File: src/rtl/instr_fetch_queue.sv
// Fetch stage: issues pc to a synchronous instruction memory, queues returned
// {instr, pc} pairs in order, and hands them to decode over valid/ready.
module instr_fetch_queue #(
  parameter int DEPTH   = 4,
  parameter int ADDR_W  = 64,
  parameter int INSTR_W = 32
) (
  input  logic               clk,
  input  logic               reset_n,
  input  logic [ADDR_W-1:0]  pc,
  output logic               pc_enable,
  output logic               imem_req,
  output logic [ADDR_W-1:0]  imem_addr,
  input  logic [INSTR_W-1:0] imem_rdata,
  input  logic               flush,
  output logic               out_valid,
  input  logic               out_ready,
  output logic [INSTR_W-1:0] out_instr,
  output logic [ADDR_W-1:0]  out_pc
);

  localparam int PTR_W = $clog2(DEPTH);
  localparam logic [PTR_W-1:0] PTR_ONE = {{(PTR_W-1){1'b0}}, 1'b1};
  localparam logic [PTR_W:0]   CNT_ONE = {{PTR_W{1'b0}}, 1'b1};
  localparam logic [PTR_W+1:0] OCC_MAX = DEPTH[PTR_W+1:0];

  logic [INSTR_W-1:0] st_instr [DEPTH];
  logic [ADDR_W-1:0]  st_pc    [DEPTH];
  logic [PTR_W-1:0]   wr_ptr, rd_ptr;
  logic [PTR_W:0]     count;
  logic               inflight_v;
  logic [ADDR_W-1:0]  inflight_pc;
  logic [PTR_W+1:0]   occupancy;
  logic               push, pop;

  // Credit is granted from registered occupancy only, so a pop in this cycle
  // frees a slot for a request in the next cycle, never the current one.
  always_comb begin
    occupancy = {1'b0, count} + {{(PTR_W+1){1'b0}}, inflight_v};
    imem_req  = reset_n && !flush && (occupancy < OCC_MAX);
    pc_enable = imem_req || (reset_n && flush);
    imem_addr = pc;
    out_valid = (count != '0);
    out_instr = st_instr[rd_ptr];
    out_pc    = st_pc[rd_ptr];
    push      = inflight_v && !flush;
    pop       = out_valid && out_ready && !flush;
  end

  always_ff @(posedge clk or negedge reset_n) begin
    if (!reset_n) begin
      wr_ptr      <= '0;
      rd_ptr      <= '0;
      count       <= '0;
      inflight_v  <= 1'b0;
      inflight_pc <= '0;
    end else if (flush) begin
      wr_ptr     <= '0;
      rd_ptr     <= '0;
      count      <= '0;
      inflight_v <= 1'b0;
    end else begin
      inflight_v <= imem_req;
      if (imem_req) inflight_pc <= pc;
      if (push) wr_ptr <= wr_ptr + PTR_ONE;
      if (pop)  rd_ptr <= rd_ptr + PTR_ONE;
      unique case ({push, pop})
        2'b10:   count <= count + CNT_ONE;
        2'b01:   count <= count - CNT_ONE;
        default: count <= count;
      endcase
    end
  end

  always_ff @(posedge clk or negedge reset_n) begin
    if (!reset_n) begin
      for (int unsigned i = 0; i < DEPTH; i++) begin
        st_instr[i] <= '0;
        st_pc[i]    <= '0;
      end
    end else if (push) begin
      st_instr[wr_ptr] <= imem_rdata;
      st_pc[wr_ptr]    <= inflight_pc;
    end
  end

endmodule

File: config.mk
export PLATFORM = sky130hd
export DESIGN_NAME = instr_fetch_queue
export DESIGN_NICKNAME = d
export VERILOG_FILES = /design/src/rtl/instr_fetch_queue.sv
export SDC_FILE = /design/constraint.sdc
export NUM_CORES = 1
export LEC_CHECK = 0
export BUFFER_PORTS_ARGS = -buffer_cell sky130_fd_sc_hd__clkbuf_2
export CELL_PAD_IN_SITES_DETAIL_PLACEMENT = 1
export CELL_PAD_IN_SITES_GLOBAL_PLACEMENT = 2
export CORE_UTILIZATION = 25
export CTS_BUF_LIST = sky130_fd_sc_hd__clkbuf_8
export CTS_CLUSTER_SIZE = 16
export DETAILED_ROUTE_END_ITERATION = 8
export GPL_TIMING_DRIVEN = 0
export PLACE_DENSITY_LB_ADDON = 0.1
export SLEW_MARGIN = 40
export SYNTH_ARGS = -nofsm -noshare
export SYNTH_HDL_FRONTEND = slang
export SYNTH_SLANG_ARGS = --single-unit
File: constraint.sdc
create_clock -name clk -period 3.1 [get_ports clk]
set_input_delay 0.155 -clock clk [delete_from_list [all_inputs] [get_ports clk]]
set_output_delay 0.155 -clock clk [all_outputs]
set_load 0.01 [all_outputs]
; ---- After elaboration in Yosys (flattened, before gate mapping)
; Index checks and enable logic that the tools add are counted.
[classes]
addsub = 5
multipliers = 0
div = 0
order_cmp = 4
n_eq_ne = 2
n_shift = 0
muxes = 19
bitwise = 3
reduce_logical = 14
[ops]
columns = cell, n
row1 = 256-bit bitwise mux, 1
row2 = 64-bit 2-to-1 mux, 3
row3 = 64-bit binary-select mux with 2-bit select, 1
row4 = 128-bit bitwise mux, 1
row5 = 64-bit demux with 2-bit select, 1
row6 = 32-bit 2-to-1 mux, 3
row7 = 32-bit binary-select mux with 2-bit select, 1
row8 = 32-bit demux with 2-bit select, 1
row9 = 2-bit 2-to-1 mux, 4
row10 = 1-bit logical AND, 7
row11 = "3-bit greater-or-equal comparator, second input constant", 2
row12 = 2-bit NOT with 3-bit output, 2
row13 = 3-bit one-hot mux with 2 select lines, 1
row14 = 3-bit nonzero test, 2
row15 = "2-bit by 1-bit adder with 2-bit output, second input constant", 2
row16 = 3-bit by 1-bit adder with 4-bit output, 1
row17 = "4-bit by 3-bit less-than comparator with 1-bit output, second input constant", 1
row18 = 2-bit nonzero test, 2
row19 = "3-bit by 1-bit adder with 3-bit output, second input constant", 1
row20 = "3-bit by 1-bit less-than comparator with 1-bit output, second input constant", 1
row21 = 3-bit 2-to-1 mux, 1
row22 = "3-bit by 1-bit subtractor with 3-bit output, second input constant", 1
row23 = "2-bit by 1-bit == test with 1-bit output, second input constant", 1
row24 = "2-bit == test, second input constant", 1
row25 = other kinds (5), 5
[totals]
regBits = 456
latchBits = 0
mem_bits_rw = 0
romBits = 0
input_bits = 100
output_inout_bits = 163
mem_count = 0

; ---- Longest topological paths before layout
; Gate-level depths: netlist of the first run.
[logic_depth]
word_depth = 6
ltp_mapped = 7
mapped_depth_nobuf = 6

; ---- Worst setup path after synthesis of the first run
; OpenSTA, ideal clock, no wires.
[synth_path]
path_kind = reg-to-reg
startpoint = reg count[2]
endpoint = reg count[1]
setup_time_ns = 0.082
arrival_ns = 2.057
required_time_ns = 3.018
path_slack_ns = 0.961
stages_incl_launch_ff = 7
n_path_buf = 1
period_less_slack_ns = 2.139
cell_sequence = dfrtp_1 > clkbuf_1 > o31ai_1 > nor3_1 > fa_1 > or3b_2 > a31oi_1
[synth_between]
elab_chain_cells = 6
elab_cells_between_ends = 8
[synth_lines]
columns = item, line_no
row1 = start: declaration, 30  ; logic [PTR_W:0] count;
row2 = start signal: assignment, 68  ; 2'b10: count <= count + CNT_ONE;
row3 = start signal: assignment, 69  ; 2'b01: count <= count - CNT_ONE;
row4 = start signal: assignment, 70  ; default: count <= count;
row5 = 3-bit nonzero test (*), 43  ; out_valid = (count != '0);
row6 = 1-bit logical AND (*) (2 in series), 47  ; pop = out_valid && out_ready && !flush;
row7 = 2-bit by 1-bit == test with 1-bit output or 2-bit == test (tied branches), 67  ; unique case ({push, pop})
row8 = 3-bit one-hot mux with 2 select lines, 67
row9 = 3-bit 2-to-1 mux, 57  ; end else if (flush) begin
; Every way passes the cells marked *; elsewhere a longest branch is shown, timed or not.
; A chain may end at the register's enable or synchronous reset.

; ---- Final worst setup path of the first run
[layout_path]
startpoint = reg rd_ptr[0]
endpoint = out out_pc[42]
[layout_between]
elab_chain_cells = 4
[layout_lines]
columns = item, line_no
row1 = start: declaration, 29  ; logic [PTR_W-1:0] wr_ptr, rd_ptr;
row2 = start signal: assignment, 66  ; if (pop) rd_ptr <= rd_ptr + PTR_ONE;
row3 = 2-bit NOT with 3-bit output (not written as such), 45  ; out_pc = st_pc[rd_ptr];
row4 = 64-bit binary-select mux with 2-bit select, 45
row5 = 64-bit 2-to-1 mux (not written as such) (2 in series), 45
row6 = end: declaration, 19  ; output logic [ADDR_W-1:0] out_pc
; No other way between the ends. The select of a mux whose other input is x is not followed.

==> results.yml, run 1 <==
run_status:
  status: "finished, final reports clean"
synthesis:
  syn_inst: 1187
  yosys-top-cells-area: "dfrtp_1, mux2_2, mux2_4, mux4_2, buf_4"
  yosysSeqAreaShare_pct: 55.3
  synth_top_area_share_pct: 55.3
  synth.most_common_cell: "dfrtp_1"
  yosys-top-cells-count: "dfrtp_1, mux2_2, mux2_4, mux4_2, buf_4"
  synth.distinct_cells: 31
  yosys_warnings: 0
  yosys.area.top_type: "dfrtp_1"
  syn_nets: 1292
  synth_edf_count: 0
  ys_async_sr_fraction_pct: 100
  synth_flop_cell: "dfrtp_1"
  syn_avg_cell_area_um2: 17.4
  ys_seq_elements: 456
  synth_area_um2: 20600
critical_path:
  critPathArrivalTime_ps: 2690
  reg2regPathDepth: 6
  end_kind: "output pin"
  worst_setup_path_start_kind: "flop"
  worstReg2RegStart: "count[2]$_DFFE_PN0P_"
  r2r_end: "count[1]$_DFFE_PN0P_"
  worst_ep_required_time_ps: 2940
  r2r_setup_slack_ps: 740
  critPathKind: "reg2out"
  crit_path_max_fanout: 10
global_route:
  grt_pass1_wl_mm: 87.0
  grt.overflow.total: 0
  track_usage_pct: 13.8
  grt_pass1_vias: 13600
  grt_max_degree: 64
  antenna_found_initial: 3
cts:
  cts_buffers: 90
  root_buffer: "clkbuf_8"
  clock_latency_ps: 680
  cts_tree: "yes"
  clockBufferDepth: 3
  clk_pin_slew_worst_paths_ps: 60
  numClockSinks: 456
  cts_setup_buffers: 0
  h-tree-depth: 3
die:
  die_h_um: 289
  initial_core_util_pct: 25.2
  die_w_um: 289
  core_um2: 81800
  rows: 105
  die_area_um2: 83700
  io_pins: 263
routing:
  via_per_inst: 4.26
  finalWirelength_mm: 56.3
  first_pass_iters: 4
  via_count: 11900
  wl_per_cell_um: 20.2
  drt_iter0_markers: 386
  ant_nets: 0
  drc_errors: 0
power:
  p_seq_share_pct: 40.4
  clockPowerShare_pct: 28.6
  combPwrFrac_pct: 31.0
  vdd_drop_max_v: 0.000322
  switching_share_pct: 30.5
  p_sw_mw: 6.62
  p_leak_nw: 13.0
  power_density_nw_per_um2: 820
  p_int_mw: 15.1
timing:
  fin_crit_sh_pct: 91.9
  finClkSkew_ps: 42.5
  whs_ps: 124
  rsz0062_at_grt: "false"
  layout_min_cycle_time_ps: 2850
  setup_ws_ps: 251
  maxSlewHeadroom_pct: 41.7
  worstMarginPinSlew_ps: 874
  drv_slew: 0
  setup_viol: 0
  fmax_ghz: 0.351
  finalHoldViolCount: 0
placed_design:
  placed_area_um2: 23500
  place_ws_ps: 513
  place_hpwl_mm: 36.1
  numPortBuffers: 262
  gp_congestion: 0.670
final_layout:
  fill_cells: 8576
  final_core_util_pct: 32.3
  seqCellArea_um2: 11400
  final_area_um2: 26400
  multiInputGateArea_um2: 8230
  drive_gt1_share_pct: 62.8
  area_delta_synth_final_pct: 28.1
  final_nets: 1756
min_path:
  min_path_type: "in2async"
flow_run:
  max_cap_violations: 0
==> layout make-up <==
| type | instances | area share, % |
|---|---|---|
| flip-flops and latches | 456 | 43.2 |
| multi-input cells | 590 | 31.1 |
| repair buffers | 373 | 9.81 |
| clock buffers | 120 | 6.25 |
| well taps | 1070 | 5.06 |
| plain buffers | 136 | 3.76 |
| clock inverters | 43 | 0.790 |
| inverters | 4 | 0.0568 |
| diodes | 1 | 0.00946 |
==> cell usage in the layout, fill, tap and decap left out, drive strengths merged <==
cell type	Yosys	routed
nand3	2	2
dfrtp	456	456
and3b	1	1
dlygate4sd3	0	100
clkbuf	9	390
mux2i	1	1
mux4	96	96
o311a	1	1
or3	1	1
a32oi	1	1
nor2b	1	1
buf	128	139
and3	1	1
xnor2	3	3
nand2	7	7
inv	4	42
clkinv	0	5
o31ai	1	1
fa	1	1
nor2	10	10
or3b	1	1
a31oi	2	2
diode	0	1
o21ai	3	3
xor2	2	2
a21o	1	1
nor3	1	1
mux2	448	448
ha	4	4
o311ai	1	1
==> metrics by stage <==
step	std cells	TNS, ps	power, mW
after CTS	2792	0	22.3
after global routing	2793	0	23.1
after global placement	2519	-4958900	15.6
after detailed placement	2528	0	15.7
after floorplan	1187	0	13.0
final	2793	0	21.7
==> power by group through the flow <==
stage	logic (mW)	clock network (mW)	registers (mW)
after floorplan	4.59	0	8.44
after global placement	6.72	0	8.84
after detailed placement	6.86	0	8.85
after CTS	6.98	6.53	8.79
after global routing	7.32	6.77	9.04
final	6.72	6.20	8.76
==> logic make-up (layout without fill, tap and decap cells) <==
kind of cell    count (synthesis)  after routing  synth area share [%]
compound gates                 10             10                 0.339
xor+xnor                        5              5                 0.212
fa+ha+maj                       5              5                 0.339
buf+inv                       141            676                  4.88
flops                         456            456                  55.3
mux                           545            545                  38.4
other cells                     0              1                     0
simple gates                   25             25                 0.606
==> state kept, by name (all words and copies together), names as in the netlist <==
register	count
rd_ptr	2
st_instr	128
wr_ptr	2
inflight_pc	64
count	3
st_pc	256
inflight_v	1
==> worst max-delay path by stage <==
stage	start	to	slack [ps]	cells after the start
after global routing	rd_ptr[0]$_DFFE_PN0P_	out_pc[42]	30	5
after floorplan	count[2]$_DFFE_PN0P_	count[1]$_DFFE_PN0P_	960	6
after global placement	reset_n	pc_enable	-9900	6
final	rd_ptr[0]$_DFFE_PN0P_	out_pc[42]	250	5
after detailed placement	rd_ptr[1]$_DFFE_PN0P_	out_pc[42]	510	5
after CTS	rd_ptr[0]$_DFFE_PN0P_	out_pc[42]	60	5
==> layer usage <==
metal | share of wire [%] | up-vias | wire [µm] | GRT usage, %
met4 | 2.4 | 0 | 1370 | 4.07
li1 | - | 5253 | - | -
met2 | 48 | 238 | 27300 | 22.7
met5 | 0 | - | 0 | 0
met1 | 45 | 6309 | 25500 | 18.2
met3 | 3.9 | 96 | 2190 | 2.97
==> worst max-delay path: stages (launching register included) <==
cell and delay [ps]:
dfrtp_1 310, buf_2 340, buf_6 280, buf_4 300, mux4_2 610, clkbuf_2 160
==> repair_timing <==
action	4_1_cts	5_1_grt
resized for setup	1	0
endpoints found under the hold margin	378	0
hold buffers	102	0
endpoints found under the setup margin	39	0
No activity file was read; power rests on OpenSTA's default activity.
==> inputs of run 2 (changes only) <==
- RECOVER_POWER: unset -> 25
==> run 2 against run 1 <==
The run now ends with max-capacitance violations, max-slew violations left. Clock skew down 0.87 ps. Wire length hardly changed. Sequential power about the same. Die area did not move. Design area decreased by 0.35%. Sequential cell count unchanged. Via count increased by 0.11%. Register-to-register slack is essentially flat. Hold slack improved by 20 ps. Sequential share of layout area up 0.15 points. Core utilization down 0.11 points. Largest cell class unchanged. Largest power group unchanged.
==> results.yml, run 2 (synthesized netlist as in run 1, its figures left out) <==
run_status:
  status: "finished with violations"
  violations: "max-capacitance violations, max-slew violations"
power:
  power_density_nw_per_um2: 822
  p_sw_mw: 6.61
  p_int_mw: 15.0
  p_leak_nw: 12.9
  p_seq_share_pct: 40.5
  vdd_drop_max_v: 0.000322
  p_total_mw: 21.7
  combPwrFrac_pct: 30.9
  clockPowerShare_pct: 28.6
  switching_share_pct: 30.5
placed_design:
  dp_cells: 2528
  numPortBuffers: 262
  placed_area_um2: 23500
  gp_congestion: 0.670
  place_hpwl_mm: 36.1
timing:
  fmax_ghz: 0.351
  fin_crit_sh_pct: 92.0
  finalHoldViolCount: 0
  maxSlewHeadroom_pct: -39.8
  tns_ps: 0
  setup_viol: 0
  worstMarginPinSlew_ps: 2100
  layout_min_cycle_time_ps: 2850
  finClkSkew_ps: 41.6
  rsz0062_at_grt: "false"
  drv_slew: 131
min_path:
  min_path_type: "in2async"
global_route:
  grt_max_degree: 64
  antenna_found_initial: 3
  grt.overflow.total: 0
  grt_pass1_vias: 13600
  grt_pass1_wl_mm: 87.0
  track_usage_pct: 13.8
final_layout:
  largest_reg_flops: 256
  final-instance-count-excl-fill: 2794
  fill_cells: 8584
  final_nets: 1756
  multiInputGateArea_um2: 8230
  largestRegisters: "st_pc (256), st_instr (128), inflight_pc (64)"
  seqCellArea_um2: 11400
  final_area_um2: 26400
  area_delta_synth_final_pct: 27.6
  drive_gt1_share_pct: 62.7
  mostFrequentLayoutCells: "dfrtp_1, clkbuf_2, mux2_2, mux2_4, clkbuf_8"
  top_register: "st_pc"
  layout_commonest_cell: "dfrtp_1"
die:
  initial_core_util_pct: 25.2
  die_h_um: 289
  core_um2: 81800
  die_w_um: 289
  rows: 105
  io_pins: 263
  die_area_um2: 83700
cts:
  cts_setup_buffers: 0
  h-tree-depth: 3
  clk_pin_slew_worst_paths_ps: 60
  clock_latency_ps: 680
  cts_buffers: 90
  cts_tree: "yes"
  root_buffer: "clkbuf_8"
  numClockSinks: 456
  clockBufferDepth: 3
routing:
  drt_iter0_markers: 388
  first_pass_iters: 4
  finalWirelength_mm: 56.3
  wl_per_cell_um: 20.2
  via_count: 11900
  drc_errors: 0
  via_per_inst: 4.26
  ant_nets: 0
critical_path:
  worst_setup_path_start_kind: "flop"
  crit_path_max_fanout: 10
  worst_ep_required_time_ps: 2940
  end_kind: "output pin"
  critPathArrivalTime_ps: 2700
  critPathKind: "reg2out"
flow_run:
  max_cap_violations: 3
## run 2: power by group through the flow
stage	combinational, mW	clock, mW	sequential [mW]
global route	7.30	6.77	9.04
CTS	6.98	6.53	8.79
detailed placement	6.86	0	8.85
finish	6.70	6.20	8.76
floorplan	4.59	0	8.44
global placement	6.72	0	8.84
## run 2: cell type report
| class | instances | area share [%] |
|---|---|---|
| clock inverter | 43 | 0.793 |
| clock buffer | 120 | 6.27 |
| antenna | 2 | 0.0190 |
| sequential | 456 | 43.3 |
| multi-input combinational | 590 | 31.2 |
| tap | 1070 | 5.08 |
| timing repair buffer | 373 | 9.48 |
| buffer | 136 | 3.77 |
| inverter | 4 | 0.0570 |
## run 2: repair_timing
| item | in CTS | in global routing |
|---|---|---|
| resized for setup | 1 | 0 |
| hold buffers | 102 | 0 |
| setup endpoints to repair | 39 | 0 |
| endpoints found under the hold margin | 378 | 0 |
## run 2: worst max-delay path, stage by stage (launching register included)
cell and delay, ps:
dfrtp_1 310, buf_2 340, buf_6 280, buf_4 300, mux4_2 610, clkbuf_2 160
## run 2: metrics by stage
stage	worst slack (ps)	hold slack, ps	utilization (%)
global route	25.6	122	32.2
finish	249	144	32.2
global placement	-9900	406	28.5
CTS	63.4	29.7	32.3
floorplan	961	-141	-
detailed placement	513	88.2	28.8
## run 2: per-layer routing
metal,vias to the layer above,global-route usage (%),share of wire [%]
met3,96,2.97,3.8
met1,6324,18.2,45
met2,233,22.7,49
li1,5256,-,-
met5,-,0,0
met4,0,4.07,2.4
## run 2: worst paths after layout
kind / slack, ps / end / startpoint / depth (start not counted)
worst min-delay path: 140 / st_instr[23]$_DFFE_PN0P_ / reset_n / 4
worst max-delay path: 250 / out_pc[42] / rd_ptr[0]$_DFFE_PN0P_ / 5
worst max register to register: 730 / count[1]$_DFFE_PN0P_ / count[2]$_DFFE_PN0P_ / 6
max in group asynchronous: 480 / inflight_pc[24]$_DFFE_PN0P_ / reset_n / 6
worst min register to register: 500 / st_pc[218]$_DFFE_PN0P_ / st_pc[218]$_DFFE_PN0P_ / 1
min in group clk: 260 / inflight_pc[30]$_DFFE_PN0P_ / pc[30] / 3
==> inputs of run 3 (changes only) <==
--- a/config.mk
+++ b/config.mk
@@ -15,2 +15,3 @@
 export GPL_TIMING_DRIVEN = 0
+export HOLD_SLACK_MARGIN = 0.08
 export PLACE_DENSITY_LB_ADDON = 0.1
==> constraint.sdc (replaced) <==
create_clock -name clk -period 3.1 [get_ports clk]
set_input_delay 0 -clock clk [delete_from_list [all_inputs] [get_ports clk]]
set_output_delay 0 -clock clk [all_outputs]
set_load 0.01 [all_outputs]
==> run 3 against run 2 <==
The flow still finishes with violations (max-capacitance violations, max-slew violations). Wire length up 0.39%. Core utilization is 0.68 points higher. Power up 0.29%. Clock power barely moved. Count of clock-buffer cells in the layout stayed put. Largest power group unchanged.
==> results.yml, run 3 (synthesized netlist as in run 1, its figures left out) <==
routing:
  top_layer: "met4"
  finalWirelength_mm: 56.5
  first_pass_iters: 4
  via_per_inst: 4.26
  wl_per_cell_um: 19.8
  met2_wirelength_mm: 27.5
  via_count: 12100
  drc_errors: 0
  drt_iter0_markers: 379
  drt-met1-wl_mm: 25.4
  route.met3.wl_mm: 2.18
  ant_nets: 0
cts:
  clock_latency_ps: 680
  cts_buffers: 90
  numClockSinks: 456
  h-tree-depth: 3
  clockBufferDepth: 3
  clk_pin_slew_worst_paths_ps: 50
  cts_tree: "yes"
  root_buffer: "clkbuf_8"
  cts_setup_buffers: 0
min_path:
  min_path_type: "in2reg"
  hold_path_end: "st_instr[59]$_DFFE_PN0P_"
  min_path_cells: 3
  hold_start: "imem_rdata[27]"
run_status:
  status: "finished with violations"
  violations: "max-capacitance violations, max-slew violations"
final_layout:
  mostFrequentLayoutCells: "dfrtp_1, mux2_2, clkbuf_2, mux2_4, dlygate4sd3_1"
  area_delta_synth_final_pct: 30.3
  largest_reg_flops: 256
  largestRegisters: "st_pc (256), st_instr (128), inflight_pc (64)"
  top_register: "st_pc"
  final_nets: 1811
  drive_gt1_share_pct: 57.5
  layout_commonest_cell: "dfrtp_1"
  final_area_um2: 26900
  final_core_util_pct: 32.9
placed_design:
  numPortBuffers: 262
  place_hpwl_mm: 36.1
  placed_area_um2: 23500
  place_ws_ps: 668
  gp_congestion: 0.670
flow_run:
  max_cap_violations: 1
timing:
  finalHoldViolCount: 0
  finClkSkew_ps: 41.6
  whs_ps: 153
  maxSlewHeadroom_pct: -6.38
  fmax_ghz: 0.357
  setup_ws_ps: 297
  fin_crit_sh_pct: 90.4
  worstMarginPinSlew_ps: 1600
  setup_viol: 0
  layout_min_cycle_time_ps: 2800
  drv_slew: 58
  rsz0062_at_grt: "false"
die:
  die_h_um: 289
  die_w_um: 289
  io_pins: 263
  die_area_um2: 83700
  core_um2: 81800
  rows: 105
  initial_core_util_pct: 25.2
critical_path:
  crit_path_max_fanout: 49
  worst_ep_required_time_ps: 3100
  reg2regPathDepth: 6
  r2r_setup_slack_ps: 740
  critPathKind: "in2out"
  end_kind: "output pin"
  worst_setup_path_start_kind: "primary input"
  worstReg2RegStart: "count[2]$_DFFE_PN0P_"
  critPathArrivalTime_ps: 2800
  r2r_end: "count[1]$_DFFE_PN0P_"
global_route:
  grt.overflow.total: 0
  antenna_found_initial: 2
  track_usage_pct: 13.9
  grt_pass1_wl_mm: 87.6
  grt_pass1_vias: 13800
  grt_max_degree: 64
power:
  p_leak_nw: 13.0
  power_density_nw_per_um2: 807
  vdd_drop_max_v: 0.000323
-- run 3: worst max path at each step --
stage                                      from  depth (start not counted)  slack (ps)                     endpoint
final                                   reset_n                         12         300                    pc_enable
after global routing                    reset_n                          7          30    st_instr[100]$_DFFE_PN0P_
after CTS                               reset_n                         12          90                    pc_enable
after detailed placement  rd_ptr[1]$_DFFE_PN0P_                          5         670                   out_pc[42]
after global placement                  reset_n                          5       -9670  inflight_pc[50]$_DFFE_PN0P_
after floorplan            count[2]$_DFFE_PN0P_                          6         960         count[1]$_DFFE_PN0P_
-- run 3: cell type report --
cell class	instances	area, µm²
Fill cell	8588	54900
Sequential cell	456	11400
Multi-Input combinational cell	590	8230
Timing Repair Buffer	428	3050
Clock buffer	120	1650
Tap cell	1070	1340
Buffer	136	996
Clock inverter	43	209
Inverter	4	15.0
Antenna cell	2	5.00
-- run 3: power breakdown --
part	switching, mW	internal [mW]	total, mW
clock network	2.74	3.46	6.20
logic	2.81	3.95	6.76
registers	1.08	7.68	8.77
total	6.64	15.1	21.7
-- run 3: metal layers --
metal  global-route usage (%)  up-vias
met5                        0        -
met4                     4.07        0
met3                     2.98       99
met2                     22.9      236
met1                     18.2     6433
li1                         -     5371
-- run 3: metrics by stage --
stage                     setup TNS (ps)  power (mW)  instances
after global routing                   0        23.2       2848
after detailed placement               0        15.7       2528
final                                  0        21.7       2849
after floorplan                        0        13.0       1187
after CTS                              0        22.4       2847
after global placement          -4877520        15.6       2519
-- run 3: worst max-delay path: stages --
cell and delay [ps]:
dlygate4sd3_1 530, dlygate4sd3_1 550, clkbuf_1 120, buf_12 130, buf_12 130, buf_16 130
buf_16 190, nand3_1 210, buf_6 250, buf_6 220, nand2_1 120, clkbuf_2 150
-- run 3: timing repair --
action	in CTS	in global routing
setup endpoints to repair	30	1
endpoints found under the hold margin	488	0
resized for setup	0	1
hold buffers	157	0
